### config.mk
export PLATFORM = sky130hd
export DESIGN_NAME = multicycle_control
export DESIGN_NICKNAME = d
export VERILOG_FILES = /design/src/rtl/multicycle_control.sv
export SDC_FILE = /design/constraint.sdc
export NUM_CORES = 1
export LEC_CHECK = 0
export CAP_MARGIN = 10
export CORE_UTILIZATION = 41
export CTS_BUF_LIST = sky130_fd_sc_hd__clkbuf_4
export DETAILED_ROUTE_END_ITERATION = 12
export PLACE_DENSITY = 0.78
export SETUP_SLACK_MARGIN = 0.3
export SLEW_MARGIN = 30
export SYNTH_ARGS = -nofsm -noshare
export SYNTH_HDL_FRONTEND = slang
export SYNTH_SLANG_ARGS = --single-unit
### constraint.sdc
create_clock -name clk -period 1.7 [get_ports clk]
set_clock_uncertainty 0.15 [all_clocks]
set_input_delay 0.34 -clock clk [delete_from_list [all_inputs] [get_ports clk]]
set_output_delay 0.34 -clock clk [all_outputs]
set_load 0.005 [all_outputs]
### src/rtl/multicycle_control.sv
// Main control FSM of the multicycle MIPS datapath: sequences each instruction
// through fetch/decode/execute/memory/writeback and counts retired instructions.
module multicycle_control #(
  parameter int CNT_W = 16
) (
  input  logic             clk,
  input  logic             rst_n,
  input  logic [5:0]       opcode,
  input  logic             mem_ready,
  output logic             PCWrite,
  output logic             PCWriteCond,
  output logic             IorD,
  output logic             MemRead,
  output logic             MemWrite,
  output logic             MemtoReg,
  output logic             IRWrite,
  output logic [1:0]       PCSource,
  output logic [1:0]       OpALU,
  output logic             ALUSrcA,
  output logic [1:0]       ALUSrcB,
  output logic             RegWrite,
  output logic             RegDst,
  output logic [3:0]       state,
  output logic             illegal_op,
  output logic [CNT_W-1:0] instr_count
);

  typedef enum logic [3:0] {
    S_IDLE      = 4'd0,
    S_FETCH     = 4'd1,
    S_DECODE    = 4'd2,
    S_MEM_ADDR  = 4'd3,
    S_MEM_READ  = 4'd4,
    S_MEM_WB    = 4'd5,
    S_MEM_WRITE = 4'd6,
    S_EXECUTE   = 4'd7,
    S_R_WB      = 4'd8,
    S_BRANCH    = 4'd9,
    S_JUMP      = 4'd10
  } state_e;

  localparam logic [5:0] OP_R   = 6'b000000;
  localparam logic [5:0] OP_LW  = 6'b100011;
  localparam logic [5:0] OP_SW  = 6'b101011;
  localparam logic [5:0] OP_BEQ = 6'b000100;
  localparam logic [5:0] OP_J   = 6'b000010;

  state_e           state_q, state_d;
  logic             illegal_q, illegal_d;
  logic [CNT_W-1:0] count_q, count_d;
  logic             retire_s;

  // State, illegal-opcode pulse and retired-instruction counter registers.
  always_ff @(posedge clk or negedge rst_n) begin
    if (!rst_n) begin
      state_q   <= S_IDLE;
      illegal_q <= 1'b0;
      count_q   <= {CNT_W{1'b0}};
    end else begin
      state_q   <= state_d;
      illegal_q <= illegal_d;
      count_q   <= count_d;
    end
  end

  // Next-state logic; retire_s marks the last cycle of a completed instruction.
  always_comb begin
    state_d   = state_q;
    illegal_d = 1'b0;
    retire_s  = 1'b0;
    case (state_q)
      S_IDLE: state_d = S_FETCH;
      S_FETCH: begin
        if (mem_ready) state_d = S_DECODE;
        else           state_d = S_FETCH;
      end
      S_DECODE: begin
        case (opcode)
          OP_R:         state_d = S_EXECUTE;
          OP_LW, OP_SW: state_d = S_MEM_ADDR;
          OP_BEQ:       state_d = S_BRANCH;
          OP_J:         state_d = S_JUMP;
          default: begin
            state_d   = S_FETCH;
            illegal_d = 1'b1;
          end
        endcase
      end
      S_MEM_ADDR: begin
        if (opcode == OP_LW)      state_d = S_MEM_READ;
        else if (opcode == OP_SW) state_d = S_MEM_WRITE;
        else                      state_d = S_FETCH;
      end
      S_MEM_READ: begin
        if (mem_ready) state_d = S_MEM_WB;
        else           state_d = S_MEM_READ;
      end
      S_MEM_WB: begin
        state_d  = S_FETCH;
        retire_s = 1'b1;
      end
      S_MEM_WRITE: begin
        if (mem_ready) begin
          state_d  = S_FETCH;
          retire_s = 1'b1;
        end else begin
          state_d  = S_MEM_WRITE;
        end
      end
      S_EXECUTE: state_d = S_R_WB;
      S_R_WB, S_BRANCH, S_JUMP: begin
        state_d  = S_FETCH;
        retire_s = 1'b1;
      end
      default: state_d = S_FETCH;
    endcase
    if (retire_s) count_d = count_q + {{(CNT_W-1){1'b0}}, 1'b1};
    else          count_d = count_q;
  end

  // Moore output decode; only the FETCH write enables also look at mem_ready.
  always_comb begin
    PCWrite     = 1'b0;
    PCWriteCond = 1'b0;
    IorD        = 1'b0;
    MemRead     = 1'b0;
    MemWrite    = 1'b0;
    MemtoReg    = 1'b0;
    IRWrite     = 1'b0;
    PCSource    = 2'b00;
    OpALU       = 2'b00;
    ALUSrcA     = 1'b0;
    ALUSrcB     = 2'b00;
    RegWrite    = 1'b0;
    RegDst      = 1'b0;
    case (state_q)
      S_FETCH: begin
        MemRead = 1'b1;
        ALUSrcB = 2'b01;
        IRWrite = mem_ready;
        PCWrite = mem_ready;
      end
      S_DECODE:   ALUSrcB = 2'b11;
      S_MEM_ADDR: begin
        ALUSrcA = 1'b1;
        ALUSrcB = 2'b10;
      end
      S_MEM_READ: begin
        MemRead = 1'b1;
        IorD    = 1'b1;
      end
      S_MEM_WB: begin
        RegWrite = 1'b1;
        MemtoReg = 1'b1;
      end
      S_MEM_WRITE: begin
        MemWrite = 1'b1;
        IorD     = 1'b1;
      end
      S_EXECUTE: begin
        ALUSrcA = 1'b1;
        OpALU   = 2'b10;
      end
      S_R_WB: begin
        RegWrite = 1'b1;
        RegDst   = 1'b1;
      end
      S_BRANCH: begin
        ALUSrcA     = 1'b1;
        OpALU       = 2'b01;
        PCWriteCond = 1'b1;
        PCSource    = 2'b01;
      end
      S_JUMP: begin
        PCWrite  = 1'b1;
        PCSource = 2'b10;
      end
      default: PCWrite = 1'b0;
    endcase
  end

  assign state       = state_q;
  assign illegal_op  = illegal_q;
  assign instr_count = count_q;

endmodule

# After elaboration in Yosys (flattened, before gate mapping)
# Cells that the tools add are included.
[totals] reg_bits=21 in_bits=9 output_inout_bits=37 wordCells=50
[classes] add_sub_neg=1 n_eq_ne=14 muxes=24 reduce_logical=8
[op_table] op="4-bit case mux with 6 select lines" n=1
[op_table] op="16-bit by 1-bit adder with 16-bit output (second input constant)" n=1
[op_table] op="4-bit by 3-bit == test with 1-bit output (second input constant)" n=4
[op_table] op="4-bit case mux with 4 select lines" n=1
[op_table] op="1-bit 2-to-1 mux" n=13
[op_table] op="4-bit == test (second input constant)" n=3
[op_table] op="6-bit == test (second input constant)" n=2
[op_table] op="3-bit 2-to-1 mux" n=3
[op_table] op="4-bit by 2-bit == test with 1-bit output (second input constant)" n=2
[op_table] op="2-bit case mux with 2 select lines" n=2
[op_table] op="2-bit OR reduction" n=4
[op_table] op="6-bit by 2-bit == test with 1-bit output (second input constant)" n=1
[op_table] op="6-bit by 3-bit == test with 1-bit output (second input constant)" n=1
[op_table] op="6-bit zero test" n=1
[op_table] op="2-bit case mux with 3 select lines" n=1
[op_table] op="5-bit OR reduction" n=1
[op_table] op="4-bit by 1-bit == test with 1-bit output (second input constant)" n=1
[op_table] op="1-bit case mux with 2 select lines" n=2
[op_table] op="4-bit OR reduction" n=1
[op_table] op="3-bit OR reduction" n=1
[op_table] op="2-bit 2-to-1 mux" n=1

# Logic depth before layout (Yosys ltp)
# Gate-level depths: netlist of the first run.
[depth] depth_word=4 mapped_depth=5 ltp_nobuf=4

# Worst setup path before layout of the first run
# Ideal clock, no wire load.
[synth_timing] kind="input-to-reg" start="in opcode[5]" end="reg state_q[1] (netlist: state[1])" setup_ns=0.082 arrival_time_ns=1.508 required_time_ns=1.468 slack_ns=-0.040 path_stages=4 path_buffers=0 path_cell_list="or4_4 -> or3_4 -> o21ba_1 -> o22ai_1"
[synth_via] elab_chain_cells=4 word_cells_on_any_way=10 classes_between="4 x eq/ne; 4 x mux; 2 x reduce/logical"
[synth_lines] item="from (decl)" line="8" rtl="input logic [5:0] opcode,"
[synth_lines] item="6-bit == test (on tied branches)" line="78, 90, 91"
[synth_lines] item="2-bit OR reduction or 3-bit 2-to-1 mux (tied branches)"
[synth_lines] item="4-bit case mux with 4 select lines or 3-bit 2-to-1 mux (tied branches)" line="78, 90"
[synth_lines] item="4-bit case mux with 6 select lines *" line="71" rtl="case (state_q)"
[synth_lines] item="net state_d[1]" line="48" rtl="state_e state_q, state_d;"
[synth_lines] item="to (signal assigned)" line="60" rtl="state_q <= state_d;"
[synth_lines] item="to (decl)" line="48"
# Mark *: on every way through the listed nets, which the timed path passes. The rest lies on a longest branch.
# A chain may end at the register's enable or synchronous reset.

# Final worst setup path of the first run
[layout_timing] start="reg state_q[1] (netlist: state[1])" end="out PCWrite"
[layout_via] elab_chain_cells=2 word_cells_on_any_way=3 classes_between="2 x eq/ne; 1 x mux"
[layout_lines] item="4-bit == test or 4-bit by 1-bit == test with 1-bit output (tied branches)" line="136" rtl="case (state_q)"
[layout_lines] item="1-bit case mux with 2 select lines *" line="136"
[layout_lines] item="to (decl)" line="10" rtl="output logic PCWrite,"
# Mark *: on every way between the ends. The rest lies on a longest branch, timed or not.

==> results.md, run 1 <==
- Status: finished, violations left
- Failing checks: design-rule violations, negative setup slack
- Net Count, Synth: 141
- Largest net degree at the start of global routing: 22
- Multiplexer area fraction after synthesis: 0.816%
- Crit path kind: flip-flop to output pin
- Die Footprint: 0.00321 mm^2
- Setup crit end kind: output pin
- Worst EP arrival: 1.63 ns
- CTS tree: done
- Final hold viol count: 0
- PwrDens: 554 mW/mm^2
- WP depth: 4
- CTS root buf: clkbuf_4
- Final Util: 96.7%
- CTS H-tree depth: 1
- Reg2reg start: state[1]
- Initial core utilization: 43.7%
- Sink Count: 21
- Final WL: 7640 um
- First-pass iteration count of the detailed router: 8
- Worst Tran Pin Value: 0.559 ns
- XOR/XNOR Fraction of Synth Area: 13.5%
- GRT Residual Overflow: 0
- Top FF cell, synth: dfrtp_1
- RSZ-0062 raised after global routing: true
- Share of synthesized flip-flops with an asynchronous set or reset: 100%
- I/O pin count: 46
- Slew Limit Fails: 0
- Final WS setup: -0.423 ns
- Worst hold path class: input port to asynchronous set/reset pin
- Tmin final: 2.12 ns
- Setup tns final: -10.28 ns
- Antenna viol nets, final: 0
- Synth Area in Compound Gates: 10.4%
- Num CTS Buffers: 3
- Post-Syn Instances: 131
- # nets final: 272
- Crit-path cells: buf_6 -> nand3b_1 -> o22ai_2 -> buf_2
- Warnings, synthesis: 0
- Synth Area in Adders: 1.02%
- Placed instance count: 231
- Final setup viols: 39
- Required time worst endpoint: 1.21 ns
- R2R cell count: 6
- Non-Filler Instances: 292
- Post-DR wirelength/cell: 26.2 um
- Row Count: 19
- Post-synth EDFFs: 0
- Violation count after the first detailed-route iteration: 131
- Yosys reg bits: 21
- Maximum VDD drop: 0.000718 V
- Die height: 56.7 um
- Initial antenna violation count: 0
- Total GRT Usage: 36.9%
- Critical Path Fanout Max: 6
- Syn Area/Cell: 9.36 um^2
- Area delta synth->final: 121%
- Crit. Startpoint: state[1]
- Simple-gate share of the synthesized area: 27.6%
- Share of cells above drive strength 1: 69.3%
- First-pass GRT wire length: 8800 um
- CP top delay family: flip-flops
- Core Box Area: 0.00281 mm^2
- Cell area after synthesis: 0.00123 mm^2
- Via density: 6.26
- Ant. Diodes: 0
- Fin crit share: 125%
- Worst skew pair latency: 0.35 ns
- Post-DP HPWL: 2850 um
- Vias: 1829
- Hold-fix buffers, CTS: 0
- CP Buf/Inv Count: 2
- Vias in the first global route: 1751
- DR DRC count: 7
- Post-synthesis cell type count: 37
- Fmax: 0.471 GHz
- IO Port Bufs: 45
- Slew headroom: 62.4%
- Largest family of logic cells by synthesized area: simple AND/OR/NAND/NOR gates
- CP max stage delay: 0.49 ns
- R2r setup slk: -0.38 ns
- Critical Path Start Type: flip-flop
- Slowest cell on crit path: dfrtp_2
- Clock transition at the registers of the reported paths: 0.14 ns
- Clock Path Buffers: 2
- Sequential fraction of the synthesis area: 42.9%
- Placer Congestion: 0.937
- Leakage: 0.00145 uW
- Max Cap Viol: 0
- Die Wd: 56.7 um
- Power Total: 1500 uW
-- flip-flops by register name (all words and copies together), names as in the netlist --
signal       count
illegal_op       1
instr_count     16
state            4
-- cells in the mapped netlist (all sizes together) (2+ instances only) --
cell type,n,area [um^2]
a21oi,4,20.0
and2,2,12.5
and3,3,18.8
buf,5,32.5
clkbuf,2,7.51
dfrtp,21,526
inv,2,7.51
nand2,13,48.8
nand2b,4,25.0
nand3,3,15.0
nand4,5,31.3
nor2,15,56.3
nor3,8,40.0
nor4,4,25.0
o21ai,2,10.0
o22ai,3,18.8
or2,2,12.5
xnor2,10,87.6
xor2,8,77.6
-- per-layer routing --
metal  part of all wire [%]  routed length, um  vias up  track usage, %
met5                      0                  0        -               0
met3                    8.5                646       72            8.99
met2                     49               3770      169            64.1
li1                       -                  -      715               -
met4                    9.7                743        0            18.9
met1                     32               2480      873            41.7
-- final cells by class --
type                       count  area [um^2]
inverter                       2         10.0
fill                          50         91.3
tap                           31         38.8
timing repair buffer         133         1150
clock inverter                 1         5.00
sequential                    21          531
multi-input combinational    101          961
clock buffer                   3         22.5
-- final timing paths --
path,end
max,PCWrite
min,state[2]
max reg2reg,state[2]
min reg2reg,instr_count[13]
max in group asynchronous,state[0]
min in group clk,instr_count[13]
-- stage by stage --
stage / setup slack (ns) / instance area (um^2) / hold slack [ns]
2_1_floorplan: -0.0403 / 1390 / -0.106
3_3_place_gp: -0.486 / 2060 / 0.309
3_5_place_dp: -0.528 / 2060 / 0.315
4_1_cts: -0.223 / 2520 / 0.197
5_1_grt: -0.443 / 2710 / 0.205
6_report: -0.423 / 2710 / 0.178
-- logic make-up after synthesis --
family,Yosys count
flip-flops,21
multiplexers,1
adder cells (fa/ha/maj),1
buffers and inverters,9
AND/OR/NAND/NOR,65
XOR/XNOR,18
AO/OA/AOI/OAI,16
-- power breakdown --
part / internal [uW] / total, uW / switching [uW]
sequential: 526 / 557 / 31.7
combinational: 356 / 663 / 307
clock: 88.9 / 283 / 194
total: 971 / 1500 / 533
-- layout by cell type (no fill, tap or decap), types with 4 or more instances in the layout --
cell / netlist / final
buf_4: 3 / 53
buf_6: 0 / 42
buf_2: 2 / 24
dfrtp_1: 21 / 17
nor2_1: 15 / 8
xnor2_1: 10 / 7
xor2_1: 7 / 7
nor2_4: 0 / 6
nand2_1: 13 / 6
nand2_2: 0 / 6
nor3_4: 0 / 5
nand4_1: 5 / 5
clkdlybuf4s50_1: 0 / 5
dlygate4sd2_1: 0 / 4
dfrtp_2: 0 / 4
-- timing repair --
action,in CTS,in global routing
setup buffers,47,10
gates cloned,0,0
pin swaps,26,21
hold endpoints to repair,0,0
resized for setup,199,29
endpoints found under the setup margin,58,51
Power figures use the tool's default switching activity.
==> run 2, diff against run 1 <==
Settings changed: GPL_ROUTABILITY_DRIVEN from default to 0.
==> results of run 2 <==
Same layout as run 1: the final DEF is identical, and so are final timing and power.
==> run 3, diff against run 2 <==
Settings changed: CORE_UTILIZATION 41 to 30, PLACE_DENSITY 0.78 to default.
Clock period 1.7 ns to 1.8 ns, I/O delays scaled along.
==> run 3 against run 2 <==
Critical path depth grew 3. The flow finishes with violations (negative setup slack). Register-to-register slack gained 0.10 ns. Die area grew 35%. Sequential power shrank 6.8%. Via count shrank 21%. Count of clock-buffer cells in the layout grew 1. Worst hold slack gained 0.056 ns. Global-route usage shrank 17 points.
==> results.md, run 3 (synthesis results as in run 1) <==
- PwrDens: 496 mW/mm^2 (was 554 mW/mm^2)
- Row Count: 22 (was 19)
- DR DRC count: 0 (was 7)
- CTS root buf: clkbuf_4 (unchanged)
- # nets final: 259 (was 272)
- Max FFs per register: 16 (unchanged)
- Final hold viol count: 0 (unchanged)
- Crit-path cells: or2b_1 -> buf_6 -> buf_6 -> buf_6 -> or3_4 -> o21ba_1 -> o22ai_1 (was buf_6 -> nand3b_1 -> o22ai_2 -> buf_2)
- Die height: 65.9 um (was 56.7 um)
- Largest net degree at the start of global routing: 22 (unchanged)
- Die Footprint: 0.00435 mm^2 (was 0.00321 mm^2)
- Metal1 wirelength: 1850 um (was 2480 um)
- IO Port Bufs: 45 (unchanged)
- Num CTS Buffers: 3 (unchanged)
- Violation count after the first detailed-route iteration: 51 (was 131)
- First-pass GRT wire length: 6760 um (was 8800 um)
- Detail Route met3 WL: 112 um (was 646 um)
- # fillers: 285 (was 50)
- Ant. Diodes: 0 (unchanged)
- GRT Residual Overflow: 0 (unchanged)
- RSZ-0062 raised after global routing: true (unchanged)
- Fmax: 0.481 GHz
- Initial core utilization: 32.3% (was 43.7%)
- Crit path kind: flip-flop to flip-flop (was flip-flop to output pin)
- Total GRT Usage: 20.3% (was 36.9%)
- Fin crit share: 115%
- Worst EP arrival: 2.15 ns (was 1.63 ns)
- CTS H-tree depth: 1 (unchanged)
- Max layer used: met4 (unchanged)
- Slowest cell on crit path: dfrtp_2 (unchanged)
- Clock Path Buffers: 2 (unchanged)
- Tmin final: 2.08 ns
- I/O pin count: 46 (unchanged)
- Critical Path Start Type: flip-flop (unchanged)
- Die Wd: 65.9 um (was 56.7 um)
- First-pass iteration count of the detailed router: 4 (was 8)
- CTS tree: done (unchanged)
- Hold-fix buffers, CTS: 0 (unchanged)
- Final WL: 4400 um (was 7640 um)
- Vias: 1441 (was 1829)
- Reg2reg start: state[0] (was state[1])
- Share of cells above drive strength 1: 61.7% (was 69.3%)
- R2r setup slk: -0.28 ns (was -0.38 ns)
- Clock transition at the registers of the reported paths: 0.12 ns (was 0.14 ns)
- Core Box Area: 0.00380 mm^2 (was 0.00281 mm^2)
- Vias in the first global route: 1419 (was 1751)
- Worst Tran Pin Value: 0.558 ns (was 0.559 ns)
- Final WS setup: -0.277 ns (was -0.423 ns)
- Worst hold path class: input port to asynchronous set/reset pin (unchanged)
- Hold slack: 0.233 ns (was 0.178 ns)
- Final setup viols: 25 (was 39)
- Required time worst endpoint: 1.88 ns (was 1.21 ns)
- Area delta synth->final: 109% (was 121%)
- R2R cell count: 7 (was 6)
- Via density: 4.87 (was 6.26)
- Maximum VDD drop: 0.000535 V (was 0.000718 V)
- Met2 WL: 2400 um (was 3770 um)
- Critical Path Most Common Cell: buf_6
- Max Cap Viol: 0 (unchanged)
- RR Endpoint: state[1] (was state[2])
- CP max stage delay: 0.49 ns (about the same)
- Failing checks: negative setup slack (was design-rule violations, negative setup slack)
- Post-DP HPWL: 2520 um (was 2850 um)
- Critical Path Fanout Max: 6 (unchanged)
- Final Util: 67.4% (was 96.7%)
- Initial antenna violation count: 0 (unchanged)
- Leakage: 0.00127 uW (was 0.00145 uW)
- Slew Limit Fails: 0 (unchanged)
- Status: finished, violations left (unchanged)
- Post-DR wirelength/cell: 14.9 um (was 26.2 um)
- Slew headroom: 62.7% (was 62.4%)
- Worst skew pair latency: 0.30 ns (was 0.35 ns)
- Commonest cells after routing, fill and taps aside: buf_4, buf_6, dfrtp_1 (was buf_4, buf_6, buf_2)
- Antenna viol nets, final: 0 (unchanged)
- Setup crit end kind: flip-flop (was output pin)
- Sink Count: 21 (unchanged)
- Most common cell after layout, fill and taps aside: buf_4 (unchanged)
[run 3: report_power, final]
part / internal (uW) / leakage (uW) / switching [uW]
sequential: 496 / 0.000282 / 22.5
combinational: 294 / 0.000972 / 208
clock: 102 / 0.0000184 / 147
total: 892 / 0.00127 / 378
[run 3: metrics by stage]
stage / setup slack (ns) / instances / cell area (um^2) / power, uW / setup TNS [ns]
6_report: -0.277 / 296 / 2560 / 1270 / -2.78
5_1_grt: -0.330 / 296 / 2560 / 1340 / -4.48
4_1_cts: -0.187 / 280 / 2370 / 1210 / -1.90
3_5_place_dp: -0.443 / 246 / 2010 / 860 / -6.67
3_3_place_gp: -0.412 / 246 / 2010 / 859 / -6.37
2_1_floorplan: 0.0397 / 131 / 1320 / 652 / 0
[run 3: layout make-up]
class                   count  area (um^2)  share of cell area [%]
inverters                   2         7.51                   0.293
repair buffers            120         1020                    39.9
multi-input cells         101          912                    35.6
well taps                  48         60.1                    2.34
clock buffers               4         30.0                    1.17
flip-flops and latches     21          531                    20.7
[run 3: worst max-delay path by stage]
stage / start / end / slack, ns / cells past startpoint
after floorplan: opcode[5] / state[1] / 0.04 / 4
after global placement: opcode[5] / state[1] / -0.41 / 5
after detailed placement: opcode[5] / state[1] / -0.44 / 5
after CTS: state[0] / MemRead / -0.19 / 5
after global routing: state[0] / state[1] / -0.33 / 7
final: state[0] / state[1] / -0.28 / 7
[run 3: worst max-delay path, delay by kind of cell (launching register included)]
| family | cells | cell delay (ns) |
|---|---|---|
| AND/OR/NAND/NOR | 2 | 0.64 |
| flip-flops | 1 | 0.49 |
| AO/OA/AOI/OAI | 2 | 0.36 |
| buffers and inverters | 3 | 0.36 |
[run 3: metal layers]
metal  global-route usage, %  vias to the layer above
met4                    5.85                        0
met5                       0                        -
met3                    3.62                        4
li1                        -                      696
met2                    35.8                       28
met1                    24.9                      713
[run 3: what timing repair did]
action                                  CTS  global route
pin swaps                                24            11
resized for setup                       154            39
buffers inserted                         30            16
cloned                                    0             0
hold endpoints to repair                  0             0
endpoints found under the setup margin   58            55
==> edit: new RTL, flow settings as in run 2 <==
`CNT_W`: 16 -> 32.
--- a/src/rtl/multicycle_control.sv
+++ b/src/rtl/multicycle_control.sv
@@ -1,7 +1,7 @@
 // Main control FSM of the multicycle MIPS datapath: sequences each instruction
 // through fetch/decode/execute/memory/writeback and counts retired instructions.
 module multicycle_control #(
-  parameter int CNT_W = 16
+  parameter int CNT_W = 32
 ) (
   input  logic             clk,
   input  logic             rst_n,
Ports: changed (resized instr_count); port bits go from 46 to 62. No check against the original RTL was run, so the function may have changed too.
==> edit against run 2 <==
The flow finishes with violations (setup timing); wire length rose by 53%; worst setup slack got worse by 0.20 ns; clock power up 130%; die area increased by 76%; count of clock-buffer cells in the layout rose by 2; global-route usage down 0.062 points; register-to-register slack lost 0.24 ns; power increased to 2.6 times the old value; cell area is 76% higher; sequential cell count up 16; synthesized area increased by 79%; sequential power is 90% higher; largest cell class unchanged; highest routed layer unchanged.
==> edit: results <==
set metrics [dict create \
    synth_xor_area_share_pct 13.6 \
    cts_resized 332 \
    crit_end "instr_count[25]" \
    worstReg2RegStart "state[3]" \
    hpwl_um 4450 \
    finalSetupTns_ns -22.03 \
    multi_input_area_mm2 0.00169 \
    grt_pass1_wl_um 14700 \
    layout_setup_ws_ns -0.620 \
    drive_above_1_share_pct 68.2 \
    setup_viol 54 \
    clock_sinks 37 \
    synthesis.nets 225 \
    wl_per_cell_um 23.7 \
    startpoint "state[3]" \
    buffer_area_share_pct 40.9 \
    grt_max_degree 38 \
    ir_worst_vdd_uv 890 \
    slew-limit-headroom_pct 67.3 \
    gr-usage-met2_pct 64.0 \
    num_vias 2936 \
    multi_input_gates 158 \
    failed_checks "setup timing" \
    cts_max_level 2 \
    fill_cells 160 \
    postCtsSetupBuffers 68 \
    drc 0 \
    seq_share_pct 19.6 \
    buffers 212 \
    synthTopCellsByCount "dfrtp_1, xor2_1, nor2_1" \
    status "finished with violations" \
    yosys.area_share.adder_pct 0.571 \
    rows 26 \
    cp_max_fo 9 \
    worstPathArrival_ns 2.44 \
    largest_reg_flops 32 \
    placed_area_mm2 0.00344 \
    drt-pass1-iter-count 6 \
    synth_cell_types 44 \
    placed_cells 400 \
    routed-wl-met3_um 823 \
    portBuffers 61 \
    grt_pass1_vias 2833 \
    synth_area_leaders "dfrtp_1, xor2_1, nor4_2" \
    insertion_delay_ns 0.38 \
    met1_length_um 4210 \
    ys_seq_area_share_pct 42.3 \
    dp_worst_setup_slack_ns -0.666 \
    ff2ff_path_depth 7 \
]
edit: cell count changes in the layout (fill, tap and decap cells not counted), sizes merged, moves of 3 or more:
cell | run 2 | this run
inv | 2 | 7
nor3 | 8 | 13
dfrtp | 21 | 37
xor2 | 8 | 27
buf | 122 | 200
xnor2 | 10 | 7
a21oi | 4 | 1
nor4 | 4 | 17
and2 | 2 | 5
nand3 | 3 | 14
clkdlybuf4s15 | 0 | 4
and4 | 1 | 5
edit: power by group:
part	leakage, nW	internal, mW	switching [mW]
Clock	0.0389	0.305	0.349
Sequential	0.372	0.958	0.0968
Combinational	1.78	1.10	1.07
edit: cell families (layout without fill, tap and decap cells):
family,count (synthesis),count (layout)
AO/OA/AOI/OAI,13,13
XOR/XNOR,34,34
adder cells (fa/ha/maj),1,1
buffers and inverters,20,227
flip-flops,37,37
multiplexers,2,2
AND/OR/NAND/NOR,108,108
